[config.mk]
export PLATFORM = sky130hd
export DESIGN_NAME = imm_ext_arbiter
export DESIGN_NICKNAME = d
export VERILOG_FILES = /design/src/rtl/imm_ext_arbiter_pkg.sv /design/src/rtl/imm_ext_arbiter_extend.sv /design/src/rtl/imm_ext_arbiter.sv
export SDC_FILE = /design/constraint.sdc
export NUM_CORES = 1
export LEC_CHECK = 0
export ABC_AREA = 1
export ABC_CLOCK_PERIOD_IN_PS = 2800
export CAP_MARGIN = 30
export CELL_PAD_IN_SITES_DETAIL_PLACEMENT = 0
export CELL_PAD_IN_SITES_GLOBAL_PLACEMENT = 1
export CORE_MARGIN = 4
export CORE_UTILIZATION = 30
export CTS_CLUSTER_DIAMETER = 50
export CTS_CLUSTER_SIZE = 24
export DETAILED_ROUTE_END_ITERATION = 8
export PLACE_DENSITY_LB_ADDON = 0.15
export REMOVE_ABC_BUFFERS = 1
export SYNTH_ARGS = -nofsm -noshare
export SYNTH_HDL_FRONTEND = slang
export SYNTH_SLANG_ARGS = --single-unit
[constraint.sdc]
create_clock -name clk_i -period 2.8 [get_ports clk_i]
set_clock_uncertainty 0.2 [all_clocks]
set_input_delay 0.7 -clock clk_i [delete_from_list [all_inputs] [get_ports clk_i]]
set_output_delay 0.7 -clock clk_i [all_outputs]
set_load 0.02 [all_outputs]
[src/rtl/imm_ext_arbiter_pkg.sv]
// Shared types and constants for the immediate-extension arbiter.
package imm_ext_arbiter_pkg;

  // Width of the per-request immediate-type control field.
  localparam int IMM_CTRL_WIDTH = 3;

  // Immediate formats; codes 3'b101..3'b111 are reserved and flagged as errors.
  typedef enum logic [IMM_CTRL_WIDTH-1:0] {
    IMM_I = 3'b000,
    IMM_S = 3'b001,
    IMM_B = 3'b010,
    IMM_J = 3'b011,
    IMM_U = 3'b100
  } imm_type_t;

  // Response slot state: EMPTY means rsp_valid_o is low.
  typedef enum logic {
    SLOT_EMPTY = 1'b0,
    SLOT_FULL  = 1'b1
  } slot_state_t;

endpackage

[src/rtl/imm_ext_arbiter_extend.sv]
// Combinational RISC-V immediate extractor / sign extender. The raw field is
// instr[31:7], so imm_i[k] corresponds to instr[k+7]; imm_i[24] is the sign.
module extend_imm
  import imm_ext_arbiter_pkg::*;
#(
  parameter int IMM_WIDTH = 25,
  parameter int OUT_WIDTH = 64
) (
  input  logic [IMM_CTRL_WIDTH-1:0] ctrl_i,
  input  logic [IMM_WIDTH-1:0]      imm_i,
  output logic [OUT_WIDTH-1:0]      imm_o,
  output logic                      err_o
);

  logic sgn;
  assign sgn = imm_i[24];

  // Select the format-specific bit shuffle; reserved codes yield zero plus error.
  always_comb begin
    imm_o = '0;
    err_o = 1'b0;
    case (imm_type_t'(ctrl_i))
      IMM_I: imm_o = {{(OUT_WIDTH-12){sgn}}, imm_i[24:13]};
      IMM_S: imm_o = {{(OUT_WIDTH-12){sgn}}, imm_i[24:18], imm_i[4:0]};
      IMM_B: imm_o = {{(OUT_WIDTH-13){sgn}}, sgn, imm_i[0], imm_i[23:18],
                      imm_i[4:1], 1'b0};
      IMM_J: imm_o = {{(OUT_WIDTH-21){sgn}}, sgn, imm_i[12:5], imm_i[13],
                      imm_i[23:14], 1'b0};
      IMM_U: imm_o = {{(OUT_WIDTH-32){sgn}}, imm_i[24:5], 12'b0};
      default: err_o = 1'b1;
    endcase
  end

endmodule

[src/rtl/imm_ext_arbiter.sv]
// Round-robin arbiter sharing one immediate extender between NUM_REQ
// requesters, with a single registered response slot tagged by winner id.
//
// Handshake semantics: a request transfers on a clock edge where
// req_valid_i[w] && req_ready_o[w]; the response transfers on an edge where
// rsp_valid_o && rsp_ready_i. Requesters keep valid and payload stable until
// accepted; the response slot holds its outputs stable while not consumed.
module imm_ext_arbiter
  import imm_ext_arbiter_pkg::*;
#(
  parameter int  NUM_REQ   = 2,
  parameter int  IMM_WIDTH = 25,
  parameter int  OUT_WIDTH = 64,
  parameter int  TAG_WIDTH = 5,
  parameter int  CNT_WIDTH = 16,
  localparam int ID_WIDTH  = (NUM_REQ > 1) ? $clog2(NUM_REQ) : 1
) (
  input  logic                                    clk_i,
  input  logic                                    arst_ni,
  input  logic                                    flush_i,
  input  logic [NUM_REQ-1:0]                      req_valid_i,
  output logic [NUM_REQ-1:0]                      req_ready_o,
  input  logic [NUM_REQ-1:0][IMM_CTRL_WIDTH-1:0]  req_ctrl_i,
  input  logic [NUM_REQ-1:0][IMM_WIDTH-1:0]       req_imm_i,
  input  logic [NUM_REQ-1:0][TAG_WIDTH-1:0]       req_tag_i,
  output logic                                    rsp_valid_o,
  input  logic                                    rsp_ready_i,
  output logic [ID_WIDTH-1:0]                     rsp_id_o,
  output logic [TAG_WIDTH-1:0]                    rsp_tag_o,
  output logic [OUT_WIDTH-1:0]                    rsp_imm_o,
  output logic                                    rsp_err_o,
  output logic [CNT_WIDTH-1:0]                    conflict_cnt_o
);

  slot_state_t          slot_q, slot_d;
  logic [ID_WIDTH-1:0]  rr_ptr_q, rr_ptr_d;
  logic [ID_WIDTH-1:0]  rsp_id_q, rsp_id_d;
  logic [TAG_WIDTH-1:0] rsp_tag_q, rsp_tag_d;
  logic [OUT_WIDTH-1:0] rsp_imm_q, rsp_imm_d;
  logic                 rsp_err_q, rsp_err_d;
  logic [CNT_WIDTH-1:0] cnt_q, cnt_d;

  logic                 win_valid;
  logic [ID_WIDTH-1:0]  win_id;
  logic                 found_hi, found_any;
  logic [ID_WIDTH-1:0]  id_hi, id_any;
  logic [NUM_REQ-1:0]   vld_shift;
  logic                 accept;
  logic                 hs;
  logic                 multi_req;
  logic [OUT_WIDTH-1:0] ext_imm;
  logic                 ext_err;

  // Round-robin pick: lowest valid index above rr_ptr, else lowest valid overall.
  always_comb begin
    found_hi  = 1'b0;
    found_any = 1'b0;
    id_hi     = '0;
    id_any    = '0;
    vld_shift = '0;
    for (int i = 0; i < NUM_REQ; i++) begin
      vld_shift = req_valid_i >> i;
      if (vld_shift[0]) begin
        if (!found_any) begin
          found_any = 1'b1;
          id_any    = ID_WIDTH'(i);
        end
        if (!found_hi && (ID_WIDTH'(i) > rr_ptr_q)) begin
          found_hi = 1'b1;
          id_hi    = ID_WIDTH'(i);
        end
      end
    end
    win_valid = found_any;
    win_id    = found_hi ? id_hi : id_any;
  end

  // The slot can take a new result when it is empty or is draining this cycle.
  assign accept    = !flush_i && ((slot_q == SLOT_EMPTY) || rsp_ready_i);
  assign hs        = win_valid && accept && arst_ni;
  assign multi_req = |(req_valid_i & (req_valid_i - NUM_REQ'(1)));

  // One-hot ready to the winner only; low throughout reset.
  always_comb begin
    req_ready_o = '0;
    if (hs) req_ready_o[win_id] = 1'b1;
  end

  extend_imm #(
    .IMM_WIDTH (IMM_WIDTH),
    .OUT_WIDTH (OUT_WIDTH)
  ) u_extend_imm (
    .ctrl_i (req_ctrl_i[win_id]),
    .imm_i  (req_imm_i[win_id]),
    .imm_o  (ext_imm),
    .err_o  (ext_err)
  );

  // Slot next state: flush empties, a grant fills, consumption without a grant empties.
  always_comb begin
    slot_d = slot_q;
    if (flush_i) begin
      slot_d = SLOT_EMPTY;
    end else if (hs) begin
      slot_d = SLOT_FULL;
    end else if ((slot_q == SLOT_FULL) && rsp_ready_i) begin
      slot_d = SLOT_EMPTY;
    end
  end

  // Payload, pointer and contention counter update only on a request handshake.
  always_comb begin
    rsp_id_d  = rsp_id_q;
    rsp_tag_d = rsp_tag_q;
    rsp_imm_d = rsp_imm_q;
    rsp_err_d = rsp_err_q;
    rr_ptr_d  = rr_ptr_q;
    cnt_d     = cnt_q;
    if (hs) begin
      rsp_id_d  = win_id;
      rsp_tag_d = req_tag_i[win_id];
      rsp_imm_d = ext_imm;
      rsp_err_d = ext_err;
      rr_ptr_d  = win_id;
      if (multi_req && !(&cnt_q)) cnt_d = cnt_q + CNT_WIDTH'(1);
    end
  end

  // State registers; rr_ptr resets to the last index so requester 0 wins first.
  always_ff @(posedge clk_i or negedge arst_ni) begin
    if (!arst_ni) begin
      slot_q    <= SLOT_EMPTY;
      rr_ptr_q  <= ID_WIDTH'(NUM_REQ - 1);
      rsp_id_q  <= '0;
      rsp_tag_q <= '0;
      rsp_imm_q <= '0;
      rsp_err_q <= 1'b0;
      cnt_q     <= '0;
    end else begin
      slot_q    <= slot_d;
      rr_ptr_q  <= rr_ptr_d;
      rsp_id_q  <= rsp_id_d;
      rsp_tag_q <= rsp_tag_d;
      rsp_imm_q <= rsp_imm_d;
      rsp_err_q <= rsp_err_d;
      cnt_q     <= cnt_d;
    end
  end

  assign rsp_valid_o    = (slot_q == SLOT_FULL);
  assign rsp_id_o       = rsp_id_q;
  assign rsp_tag_o      = rsp_tag_q;
  assign rsp_imm_o      = rsp_imm_q;
  assign rsp_err_o      = rsp_err_q;
  assign conflict_cnt_o = cnt_q;

endmodule

[After elaboration in Yosys (flattened, before gate mapping)]
Index checks and enable logic that the tools add are counted.
Operators by class
  reductions and logical operators: 17
  add/subtract/negate cells: 2
  mux-type cells: 25
  bitwise logic cells: 2
  equal/unequal tests: 4
  order comparisons: 4
Operators by type and width (number)
  case mux 64 bit (5 select lines): 1
  2-to-1 mux 25 bit: 2
  adder 16 x 1 -> 16 bit, second input constant: 1
  2-to-1 mux 1 bit: 16
  AND reduction 16 bit: 1
  2-to-1 mux 5 bit: 2
  logical AND 1 bit: 7
  equality test 3 x 2 -> 1 bit, second input constant: 2
  2-to-1 mux 3 bit: 2
  OR reduction 5 bit: 1
  equality test 3 x 1 -> 1 bit, second input constant: 1
  equality test 3 bit, second input constant: 1
  logical NOT 1 bit: 3
  logical NOT 3 bit: 1
  nonzero test 3 bit: 1
  bitwise AND 2 bit: 1
  > comparator 1 bit, first input constant: 2
  less-than comparator 1 x 2 -> 1 bit, second input constant: 1
  2-to-1 mux 2 bit: 1
  AND reduction 2 bit: 1
  OR reduction 2 bit: 1
  subtractor 2 x 1 -> 2 bit, second input constant: 1
  demux 1 bit (select 1 bit): 1
  greater-or-equal comparator 1 bit, second input constant: 1
  2 further kinds: 2
Storage, ports and cells
  input port bits: 72
  output and inout port bits: 90
  register bits after elaboration: 89

[Logic depth before layout (Yosys ltp)]
  depth in word-level cells: 13
  mapped depth: 11

[By module]
A second synthesis with hierarchy kept.
Unflattened totals
  cells, all modules: 684
  area, all modules: 4850.9 um2
Modules (own cells, without submodules)
  imm_ext_arbiter: cells an instance 570, area each 4227.8 um2, instances 1, seq. area each 2228.4 um2
  extend_imm: cells an instance 114, area each 623.1 um2, instances 1, seq. area each 0.0 um2

[Worst setup path after synthesis]
No wires, ideal clock.
  kind: input to output
  from: in req_valid_i[0]
  to: out req_ready_o[1]
  path buffers: 2
  stages on the path: 5
  setup slack: 0.182 ns
  required time: 1.900 ns
  data arrival time: 1.718 ns
  cells stage by stage: nand2_2 nand2_2 buf_2 buf_2 nor2_1
On the way
  longest elaborated chain between the ends: 11
  elaborated cells on any way between the ends: 20
Ends and longest elaborated chain
  start: declaration: RTL line imm_ext_arbiter.sv:21  | input logic [NUM_REQ-1:0] req_valid_i,
  2-to-1 mux 1 bit: RTL line imm_ext_arbiter.sv:63  | if (vld_shift[0]) begin
  logical NOT 1 bit: RTL line imm_ext_arbiter.sv:68  | if (!found_hi && (ID_WIDTH'(i) > rr_ptr_q)) begin
  logical AND 1 bit: RTL line imm_ext_arbiter.sv:68
  2-to-1 mux 1 bit: RTL line imm_ext_arbiter.sv:68
  2-to-1 mux 1 bit: RTL line imm_ext_arbiter.sv:63
  2-to-1 mux 1 bit: RTL line imm_ext_arbiter.sv:75  | win_id = found_hi ? id_hi : id_any;
  less-than comparator 1 x 2 -> 1 bit (not written as such) or greater-or-equal comparator 1 bit (tied branches): RTL line imm_ext_arbiter.sv:86  | if (hs) req_ready_o[win_id] = 1'b1;
  logical AND 1 bit (not written as such): RTL line imm_ext_arbiter.sv:86
  2-to-1 mux 1 bit (not written as such): RTL line imm_ext_arbiter.sv:86
  demux 1 bit (select 1 bit): RTL line imm_ext_arbiter.sv:86
  2-to-1 mux 2 bit (*): RTL line imm_ext_arbiter.sv:86
  end: declaration: RTL line imm_ext_arbiter.sv:22  | output logic [NUM_REQ-1:0] req_ready_o,
Mark *: on every way between the ends. The rest lies on a longest branch, timed or not.

[Worst setup path after layout]
  from: in req_valid_i[1]
  to: out req_ready_o[1]
On the way
  longest elaborated chain between the ends: 7
  elaborated cells on any way between the ends: 13
Ends and longest elaborated chain (RTL line)
  2-to-1 mux 1 bit: imm_ext_arbiter.sv:63
  2-to-1 mux 1 bit: imm_ext_arbiter.sv:75
  less-than comparator 1 x 2 -> 1 bit (not written as such) or greater-or-equal comparator 1 bit (tied branches): imm_ext_arbiter.sv:86
  logical AND 1 bit (not written as such): imm_ext_arbiter.sv:86
  2-to-1 mux 1 bit (not written as such): imm_ext_arbiter.sv:86
  demux 1 bit (select 1 bit): imm_ext_arbiter.sv:86
  2-to-1 mux 2 bit (*): imm_ext_arbiter.sv:86
Marked as above.

==> results by group <==
Clocking
  • Total CTS buffers: 9
  • CTS tree: yes
  • Clk_lat worst skew: about 0.33 ns
  • CTS Sinks: 57
  • Clk pin slew, worst setup/hold paths: approximately 0.050 ns
  • H-tree Lvls: 3
  • Largest buffer count on any clock path: 2
  • Clk root buf: clkbuf_16

Setup path
  • Crit path from: req_valid_i[1]
  • Reg2Reg Launch Point: rr_ptr_q
  • Crit path capture type: output port
  • R2R cell count: 12
  • Crit path to: req_ready_o[1]
  • Crit Path Class: primary input to output port
  • Crit path required time: 1.90 ns
  • Crit path arrival time: 1.80 ns
  • CP max FO: 3
  • FF-to-FF End: rsp_imm_o[3]
  • Crit path launch type: primary input
  • Reg2Reg Setup Slack: 0.66 ns

Power
  • Overall power: 0.00334 W
  • Worst vdd ir: between 0.0003 and 0.0004 V
  • Pwr Density: 606 nW/um^2
  • Static leakage: 2.75 nW

Synth
  • Most frequent cells after synthesis: nand2_1 (286), dfrtp_1 (56), nand3_1 (35)
  • Seq cells post-synth: 57
  • Synth async-reset ratio: 100%
  • Yosys top cell area share: 39.8%
  • Syn_area_per_cell: 6.74 um^2
  • Synth Flop Type: dfrtp_1
  • Cell taking the most area after synthesis: dfrtp_1
  • EDFF count, synth: 0
  • Post-synthesis sequential area ratio: 40.5%
  • Top-count cell post-synth: nand2_1
  • Synth area leaders: dfrtp_1 (40%), nand2_1 (30%), buf_4 (7.0%)
  • Post-synth cell types: 25
  • Mapped Cells: 523
  • Synthesized area: 3520 um^2
  • Synth warn: 0

Layout
  • Filler cells: 1159
  • P&R area growth vs syn: 56.3%
  • Sequential cell area: 1430 um^2
  • Post-layout util: between 40% and 50%
  • Post-Layout Cell Count: 821
  • Footprint of the multi-input gates: around 1600 um^2
  • # diodes: 0
  • Finished Cell Area: 5510 um^2
  • Share of layout cells above drive strength 1: 9.44%
  • Nets: approximately 750

STA
  • Slew Viols, Final: 0
  • Max Fclk: 0.370 GHz
  • Worst slew margin: 48.9%
  • Tcrit/Tclk final: 96.5%
  • Worst-Margin Slew: 0.766 ns
  • Post-layout min period: 2.70 ns
  • Final Hold Fails: 0
  • Setup violators final: 0
  • RSZ-0062 raised after global routing: no

Floorplanning
  • Die width: 116 um
  • Core area: around 11000 um^2
  • Starting density of the core: 30.7%
  • Die height: 116 um
  • Die area: about 14000 um^2
  • Io pins: between 150 and 200
  • Num rows: 39

Routing
  • Via/cell ratio: 4.37
  • Vias: 3589
  • Drt first-iter violations: 101
  • TritonRoute pass-1 iters: 5
  • DR WL/cell: between 10 and 15 um
  • Routed wire length: 10800 um
  • Post-route DRC violation count: 0
  • Final ANT Viol Nets: 0

Placed design
  • Port Buffers: 161
  • Final GP Congestion: 0.826
  • Hpwl dp: between 8000 and 9000 um
  • Placed cell areas: 5210 um^2
  • Placed cell count: 805

GRT
  • Largest net degree at the start of global routing: 58
  • Total gr overflow: 0
  • Initial antenna violation count: 0
  • GRT Util Overall: 16.2%
  • Wire length of the first global-routing pass: 17300 um
  • Via count of the first global-routing pass: ~3600

Flow run
  • Max-Cap Viols: 0

Outcome
  • Outcome: finished, final reports clean

Min path
  • WHS Path Cells: 2
  • Hold/Removal Path Class: flop to flop
==> through the flow <==
step | hold slack, ns | worst slack [ns] | setup TNS, ns
after floorplan | 0.204 | -2.33 | -79.06
after global placement | 0.260 | -0.420 | -3.06
after detailed placement | 0.265 | -0.417 | -3.81
after CTS | 0.278 | 0.0296 | 0
after global routing | 0.302 | 0.00299 | 0
final | 0.273 | 0.0990 | 0
==> per-layer routing <==
layer	wire [um]	track usage (%)	vias to the layer above
met2	5520	29.2	94
met5	0	0	-
met1	4490	19.1	1617
met4	133	4.02	0
li1	-	-	1868
met3	680	4.46	10
==> timing repair <==
item / in CTS / in global routing
endpoints found under the setup margin: 2 / 2
hold buffers: 0 / 0
pin swaps: 1 / 1
buffers inserted: 0 / 0
cloned: 0 / 0
hold endpoints to repair: 0 / 0
gates resized for setup: 10 / 2
==> report_power, final <==
group	switching, W	internal, W
clock network	0.000378	0.000709
logic	0.000637	0.000582
registers	0.0000816	0.000949
total	0.00110	0.00224
==> state kept, by name (all words and copies together) (netlist names) <==
name and cells:
rr_ptr_q 1, conflict_cnt_o 16, rsp_tag_o 5, rsp_err_o 1, rsp_id_o 1, rsp_valid_o 1
rsp_imm_o 32
==> worst max-delay path, cell delays in order <==
cell and delay, ns:
clkdlybuf4s50_1 0.49, nor2_1 0.06, nor2_1 0.10, nand3_2 0.14, nor2_2 0.15, buf_4 0.16
==> placed cells by master (no fill, tap or decap), drive strengths merged <==
master,count
inv,30
nand4,5
dfstp,1
nand3b,1
xor2,7
dfrtp,56
a21oi,2
nand3,37
bufinv,1
or2,7
nor2,14
buf,32
o21ai,11
clkinvlp,2
nand2,289
clkinv,2
xnor2,6
clkbuf,11
clkdlybuf4s50,158
ha,1
nor3,5
==> cell type report <==
class                           instances  share of cell area (%)
Timing Repair Buffer                  190                    33.5
Multi-Input combinational cell        385                    29.9
Sequential cell                        57                    25.9
Clock buffer                           11                    4.41
Tap cell                              143                    3.25
Inverter                               30                    2.04
Clock inverter                          5                   0.999
==> logic make-up after synthesis <==
group | Yosys count | share of synthesized area [%]
xor gates and xnor gates | 13 | 3.23
buffers and inverters | 81 | 12.9
DFF | 57 | 40.5
and+or+nand+nor | 358 | 41.1
AOI/OAI and AO/OA | 13 | 1.85
adders and majority gates | 1 | 0.355
==> worst min-delay path by stage <==
stage,from,to,slack (ns)
after floorplan,arst_ni,conflict_cnt_o[0],0.20
after global placement,rsp_imm_o[19],rsp_imm_o[19],0.26
after detailed placement,rsp_imm_o[15],rsp_imm_o[15],0.26
after CTS,rsp_imm_o[13],rsp_imm_o[13],0.28
after global routing,rsp_imm_o[23],rsp_imm_o[23],0.30
final,rsp_imm_o[16],rsp_imm_o[16],0.27
Note: power is estimated with default switching activity, not from simulation.
